[config.mk]
export PLATFORM = sky130hd
export DESIGN_NAME = resp_misr_compactor
export DESIGN_NICKNAME = d
export VERILOG_FILES = /design/src/rtl/resp_misr_compactor.sv
export SDC_FILE = /design/constraint.sdc
export NUM_CORES = 1
export LEC_CHECK = 0
export ABC_AREA = 1
export BUFFER_PORTS_ARGS = -buffer_cell sky130_fd_sc_hd__buf_2
export CORE_ASPECT_RATIO = 1.1
export CORE_MARGIN = 2
export CORE_UTILIZATION = 46
export CTS_CLUSTER_DIAMETER = 120
export DETAILED_ROUTE_END_ITERATION = 10
export PLACE_DENSITY = 0.73
export REMOVE_ABC_BUFFERS = 1
export SYNTH_ARGS = -nofsm -noshare
export SYNTH_HDL_FRONTEND = slang
export SYNTH_SLANG_ARGS = --single-unit
[constraint.sdc]
create_clock -name clk -period 1.71 [get_ports clk]
set_clock_uncertainty 0.05 [all_clocks]
set_input_delay 0 -clock clk [delete_from_list [all_inputs] [get_ports clk]]
set_output_delay 0 -clock clk [all_outputs]
set_load 0.05 [all_outputs]
[src/rtl/resp_misr_compactor.sv]
// Response compactor: folds N handshaked response vectors into a MISR signature,
// then compares that signature against a golden value and reports pass/fail.
module resp_misr_compactor #(
    parameter int                WIDTH = 32,
    parameter int                CNT_W = 16,
    parameter logic [WIDTH-1:0]  POLY  = 32'h04C11DB7,
    parameter logic [WIDTH-1:0]  SEED  = 32'h00000000
) (
    input  logic             clk,
    input  logic             rst,
    input  logic             start,
    input  logic [CNT_W-1:0] num_patterns,
    input  logic [WIDTH-1:0] golden,
    input  logic             resp_valid,
    input  logic [WIDTH-1:0] resp_data,
    output logic             resp_ready,
    output logic             busy,
    output logic             done,
    output logic             pass,
    output logic [WIDTH-1:0] signature,
    output logic [CNT_W-1:0] count,
    output logic [1:0]       dbg_state
);

    typedef enum logic [1:0] {IDLE, RUN, CHECK, DONE} state_t;

    localparam logic [CNT_W-1:0] ONE = {{(CNT_W-1){1'b0}}, 1'b1};

    state_t           state, state_nxt;
    logic [CNT_W-1:0] n_lat;
    logic [WIDTH-1:0] sig_nxt;
    logic             start_ok;
    logic             accept;
    logic             last_beat;

    // Handshake: a beat transfers on any rising edge where resp_valid && resp_ready.
    // resp_ready is registered and only ever high in RUN; resp_valid may drop at will.
    assign start_ok  = start && ((state == IDLE) || (state == DONE));
    assign accept    = resp_valid && resp_ready;
    assign last_beat = accept && (count == (n_lat - ONE));
    assign sig_nxt   = {signature[WIDTH-2:0], 1'b0}
                     ^ (signature[WIDTH-1] ? POLY : '0)
                     ^ resp_data;

    assign busy      = (state == RUN) || (state == CHECK);
    assign dbg_state = state;

    always_ff @(posedge clk) begin
        if (rst) begin
            state <= IDLE;
        end else begin
            state <= state_nxt;
        end
    end

    always_comb begin
        state_nxt = state;
        case (state)
            IDLE, DONE: if (start) state_nxt = (num_patterns != '0) ? RUN : CHECK;
            RUN:        if (last_beat) state_nxt = CHECK;
            CHECK:      state_nxt = DONE;
            default:    state_nxt = IDLE;
        endcase
    end

    always_ff @(posedge clk) begin
        if (rst) begin
            signature  <= SEED;
            count      <= '0;
            n_lat      <= '0;
            resp_ready <= 1'b0;
            done       <= 1'b0;
            pass       <= 1'b0;
        end else if (start_ok) begin
            signature  <= SEED;
            count      <= '0;
            n_lat      <= num_patterns;
            resp_ready <= (num_patterns != '0);
            done       <= 1'b0;
            pass       <= 1'b0;
        end else begin
            if (accept) begin
                signature <= sig_nxt;
                count     <= count + ONE;
            end
            if (last_beat) begin
                resp_ready <= 1'b0;
            end
            // golden is only looked at during the single CHECK cycle
            if (state == CHECK) begin
                pass <= (signature == golden);
                done <= 1'b1;
            end
        end
    end

endmodule

# --- Word-level counts from Yosys, hierarchy flattened ---
# Cells that the tools add are included.
op_classes:
  n_addsub: 2
  n_eq_ne: 7
  n_mux: 7
  bitwise_logic: 2
  reduce_logical: 11
op_table:
  columns: ["cell", "count"]
  rows:
  - ["equality test 32 bit", 1]
  - ["XOR 32 x 27 -> 32 bit", 1]
  - ["XOR 32 bit", 1]
  - ["2-to-1 mux 27 bit", 1]
  - ["adder 16 x 1 -> 16 bit, second input constant", 1]
  - ["equality test 16 bit", 1]
  - ["nonzero test 16 bit", 1]
  - ["subtractor 16 x 1 -> 16 bit, second input constant", 1]
  - ["2-to-1 mux 2 bit", 3]
  - ["one-hot mux 2 bit (3 select lines)", 1]
  - ["equality test 2 bit, second input constant", 2]
  - ["inequality test 2 bit, second input constant", 2]
  - ["OR reduction 2 bit", 2]
  - ["logical AND 1 bit", 3]
  - ["equality test 2 x 1 -> 1 bit, second input constant", 1]
  - ["logical NOT 2 bit", 1]
  - ["logical OR 1 bit", 2]
  - ["2-to-1 mux 1 bit", 2]
  - ["AND reduction 2 bit", 1]
  - ["nonzero test 2 bit", 1]
word_totals:
  reg_bits: 69
  inputBits: 84
  out_inout_bits: 54
  elab_cells: 36

# --- Logic depth before layout (Yosys ltp) ---
logic_depth:
  depth_word: 5
  depth_mapped: 17
  ltp_nobuf: 17

# --- Least setup slack after synthesis ---
# OpenSTA, ideal clock, no wires.
synth_path:
  path_type: "register to register"
  startpoint: "register state[0], in the netlist dbg_state[0]"
  endpoint: "register signature[20]"
  setup_ps: 70
  t_arrival_ps: 2034
  required_ps: 1590
  path_slack_ps: -444
  stages_incl_launch_ff: 10
  path_buffers: 2
  synth_period_minus_slack_ps: 2154
  cell_sequence: "dfxtp_1 inv_1 ha_1 nand2_1 inv_2 nor2_1 clkbuf_1 clkbuf_1 o21ai_0 a21oi_1"
synth_via:
  elab_chain_len: 4
  elab_cells_between_ends: 5
  classes_between: "eq/ne: 1; reduce/logical: 4"
synth_rtl:
  columns: ["item", "line", "rtl"]
  rows:
  - ["start, declared", "29", "state_t state, state_nxt;"]
  - ["start signal, assigned", "52", "state <= state_nxt;"]
  - ["equality test 2 bit or logical NOT 2 bit (tied branches)", "38", "assign start_ok = start && ((state == IDLE) || (state == DONE));"]
  - ["logical OR 1 bit (*)", "38", null]
  - ["logical AND 1 bit (*)", "38", null]
  - ["OR reduction 2 bit (no source line) (*)", null, null]
  - ["end signal, assigned", "83", "signature <= sig_nxt;"]
  - ["end, declared", "20", "output logic [WIDTH-1:0] signature,"]
# Mark *: on every way between the ends. The rest lies on a longest branch, timed or not.
# A chain may end at the register's enable or synchronous reset.

# --- Worst setup path after layout ---
layout_path:
  startpoint: "register n_lat[0]"
  endpoint: "register state[0], in the netlist dbg_state[0]"
layout_via:
  elab_chain_len: 5
layout_rtl:
  columns: ["item", "line", "rtl"]
  rows:
  - ["start, declared", "30", "logic [CNT_W-1:0] n_lat;"]
  - ["start signal, assigned", "77", "n_lat <= num_patterns;"]
  - ["subtractor 16 x 1 -> 16 bit", "40", "assign last_beat = accept && (count == (n_lat - ONE));"]
  - ["equality test 16 bit", "40", null]
  - ["logical AND 1 bit", "40", null]
  - ["inequality test 2 bit (no source line)", null, null]
  - ["AND reduction 2 bit (no source line)", null, null]
# No other way between the ends.

==> impl_metrics.yaml <==
power:
  switchingPower_w: 0.00314
  peakVddDrop_v: 0.000518
  p_leak_nw: 2.68
  intPower_w: 0.00371
  power_w: 0.00686
  combPwrFrac: 0.506
  switching_share: 0.459
  power.density_mw_per_mm2: 1190
  pwr-share-clk: 0.171
  power_frac_seq: 0.323
drt:
  viasPerCell: 5.04
  post_drt_wl_per_cell_um: 13.7
  wirelength_um: 12200
  drt-initial-drc-count: 146
  num_vias: 4467
  ant_nets: 0
  drtPass1Iterations: 4
  drc: 0
grt:
  grt_pass1_vias: 4276
  grt_pass1_wl_um: 19500
  antenna_found_initial: 0
  grt_max_degree: 49
  grt_usage: 0.257
  grt.overflow.total: 0
placement:
  dpl.hpwl_um: 8750
  io_buffers: 137
  gp_congestion: 0.883
  dp_slack_ns: -0.231
  dpl.cell_count: 830
critical_path:
  ff2ff_setup_slack_ns: -0.09
  critPathLaunchType: "flop"
  end_kind: "flop"
  crit_fanout: 3
  arrival_ns: 2.04
  crit_type: "reg -> reg"
  required_ns: 1.95
timing:
  relSlewSlack: 0.698
  setup_ws_ns: -0.0879
  setup_violations: 3
  worst_slew_pin_slew_ns: 0.453
  final-max-slew-violation-count: 0
  hold_slack_ns: 0.0140
  max_freq_mhz: 556
  grt_setup_unrepaired: "true"
  period_needed_ns: 1.80
  finalCritPeriodShare: 1.05
  hold_violations: 0
logic_synthesis:
  yosysWarnings: 0
  synth_top_area_frac: 0.343
  muxShareOfSynthArea: 0
  syn-cell-area_mm2: 0.00402
  synth-edff-count: 0
  synthAdderAreaFrac: 0.0124
  synth_top_area_cell: "dfxtp_1"
  netlist_instances: 568
  synth_xor_area_frac: 0.178
  synth-compound-area-share: 0.166
  yosys.area_share.simple: 0.215
  synthTopCellsByArea: "dfxtp_1, xnor2_1, o21ai_0, xor2_1, nor2_1"
  synthArstFlopShare: 0
  ys.flop_type: "dfxtp_1"
  syn_area_per_cell_um2: 7.08
  synth_top_family_by_area: "simple AND/OR/NAND/NOR gates"
  synth_seq_cells: 69
  ys_types: 35
  seq_area_frac_synth: 0.343
layout:
  area_growth_pct: 43.3
  drive_above_1_share: 0.324
  nNetsFinal: 859
  final_cells: 886
  diodes: 0
  fillCellCount: 740
clock_network:
  clockBufferDepth: 2
  cts_buffers: 9
  cts_tree: "yes"
  path_clk_slew_ns: 0.08
  cts-root-buf: "clkbuf_8"
  htree_levels: 3
  clk-insertion-delay-late_ns: 0.35
  cts_sinks: 69
run_status:
  status: "finished with violations"
  violations: "setup timing"
floorplanning:
  die_area_mm2: 0.00951
  die_h_um: 102
  rows: 35
  core_mm2: 0.00845
  start_util: 0.476
  die_w_um: 93.1
  ioPinCount: 138
run:
  cap_violations: 0
min_path:
  hold_class: "in -> reg"
==> cell usage after synthesis, types with 4 or more instances <==
cell type  number
a21oi_1        51
buf_1           4
clkbuf_1       12
dfxtp_1        69
ha_1            4
inv_1          70
nand2_1        72
nand3_1        18
nand4_1         7
nor2_1         74
nor2_2          5
nor3_1          6
o21ai_0        66
xnor2_1        44
xor2_1         35
==> cell families (layout without fill, tap and decap cells) <==
kind of cell	after synthesis	count (layout)
buffers and inverters	91	298
AO/OA/AOI/OAI	128	128
adder cells (fa/ha/maj)	4	4
XOR/XNOR	80	80
flip-flops	69	69
AND/OR/NAND/NOR	196	196
==> worst max-delay path, cell delays in order, from the launching register on <==
cell	delay (ns)
dfxtp_2	0.36
inv_4	0.05
ha_4	0.23
xnor2_1	0.12
nor2_1	0.08
nand3_1	0.08
nor2_1	0.12
nand2_1	0.07
nor2_2	0.10
nand3_2	0.11
nand2_2	0.10
nand2_2	0.06
nand2_1	0.06
nand2_1	0.05
nor2_1	0.11
==> placed cells by master (no fill, tap or decap), types with 3 or more instances in the layout <==
master,count
nor3_1,5
nor2_2,12
xnor2_1,44
nor2_1,60
xor2_1,35
buf_4,35
dfxtp_1,57
dfxtp_2,10
clkbuf_8,9
or2_2,3
nand2_2,9
o21ai_0,62
dlygate4sd3_1,37
nor2_4,8
buf_2,137
nand2_1,63
inv_2,5
a21oi_1,51
nand4_1,7
nand3_2,5
inv_1,65
nand3_1,15
o21ai_1,5
clkinvlp_4,3
==> worst paths after layout <==
check | startpoint | endpoint | cells past startpoint
setup / recovery | n_lat[0] | dbg_state[0] | 14
hold / removal | resp_data[23] | signature[23] | 5
hold reg to reg | pass | pass | 2
setup reg to reg | n_lat[0] | dbg_state[0] | 14
==> repair_timing <==
item | CTS | global route
buffers inserted | 1 | 3
hold buffers | 37 | 0
pin swaps | 8 | 18
endpoints found under the setup margin | 5 | 48
hold endpoints to repair | 38 | 0
resized for setup | 25 | 39
==> flip-flops by register name (all words and copies together) (netlist names) <==
name,count
signature,32
count,16
n_lat,16
dbg_state,2
done,1
pass,1
resp_ready,1
==> power groups by stage <==
stage	sequential, W	combinational [W]	clock (W)
after floorplan	0.00262	0.00170	0
after detailed placement	0.00220	0.00309	0
after global routing	0.00226	0.00382	0.00126
final	0.00222	0.00347	0.00117
after global placement	0.00219	0.00303	0
after CTS	0.00219	0.00331	0.00118
==> metal layers <==
| metal | GRT usage | wire, um | vias to the layer above |
|---|---|---|---|
| li1 | - | - | 2234 |
| met1 | 0.312 | 5150 | 2031 |
| met2 | 0.451 | 5910 | 179 |
| met3 | 0.0465 | 812 | 23 |
| met4 | 0.111 | 294 | 0 |
| met5 | 0 | 0 | - |
==> layout make-up <==
cell class,instances,area [um^2],area share
Clock buffer,9,124,0.0215
Clock inverter,6,41.3,0.00716
Inverter,73,279,0.0484
Multi-Input combinational cell,408,2440,0.423
Sequential cell,69,1400,0.243
Tap cell,111,139,0.0241
Timing Repair Buffer,210,1340,0.232
==> metrics by stage <==
step	TNS [ns]	cell area, um^2	utilization
after floorplan	-69.51	3950	-
final	-0.181	5760	0.682
after CTS	-0.135	5640	0.667
after global placement	-0.248	5030	0.595
after global routing	-3.64	5760	0.682
after detailed placement	-0.544	5030	0.595
No activity file was read; power rests on OpenSTA's default activity.
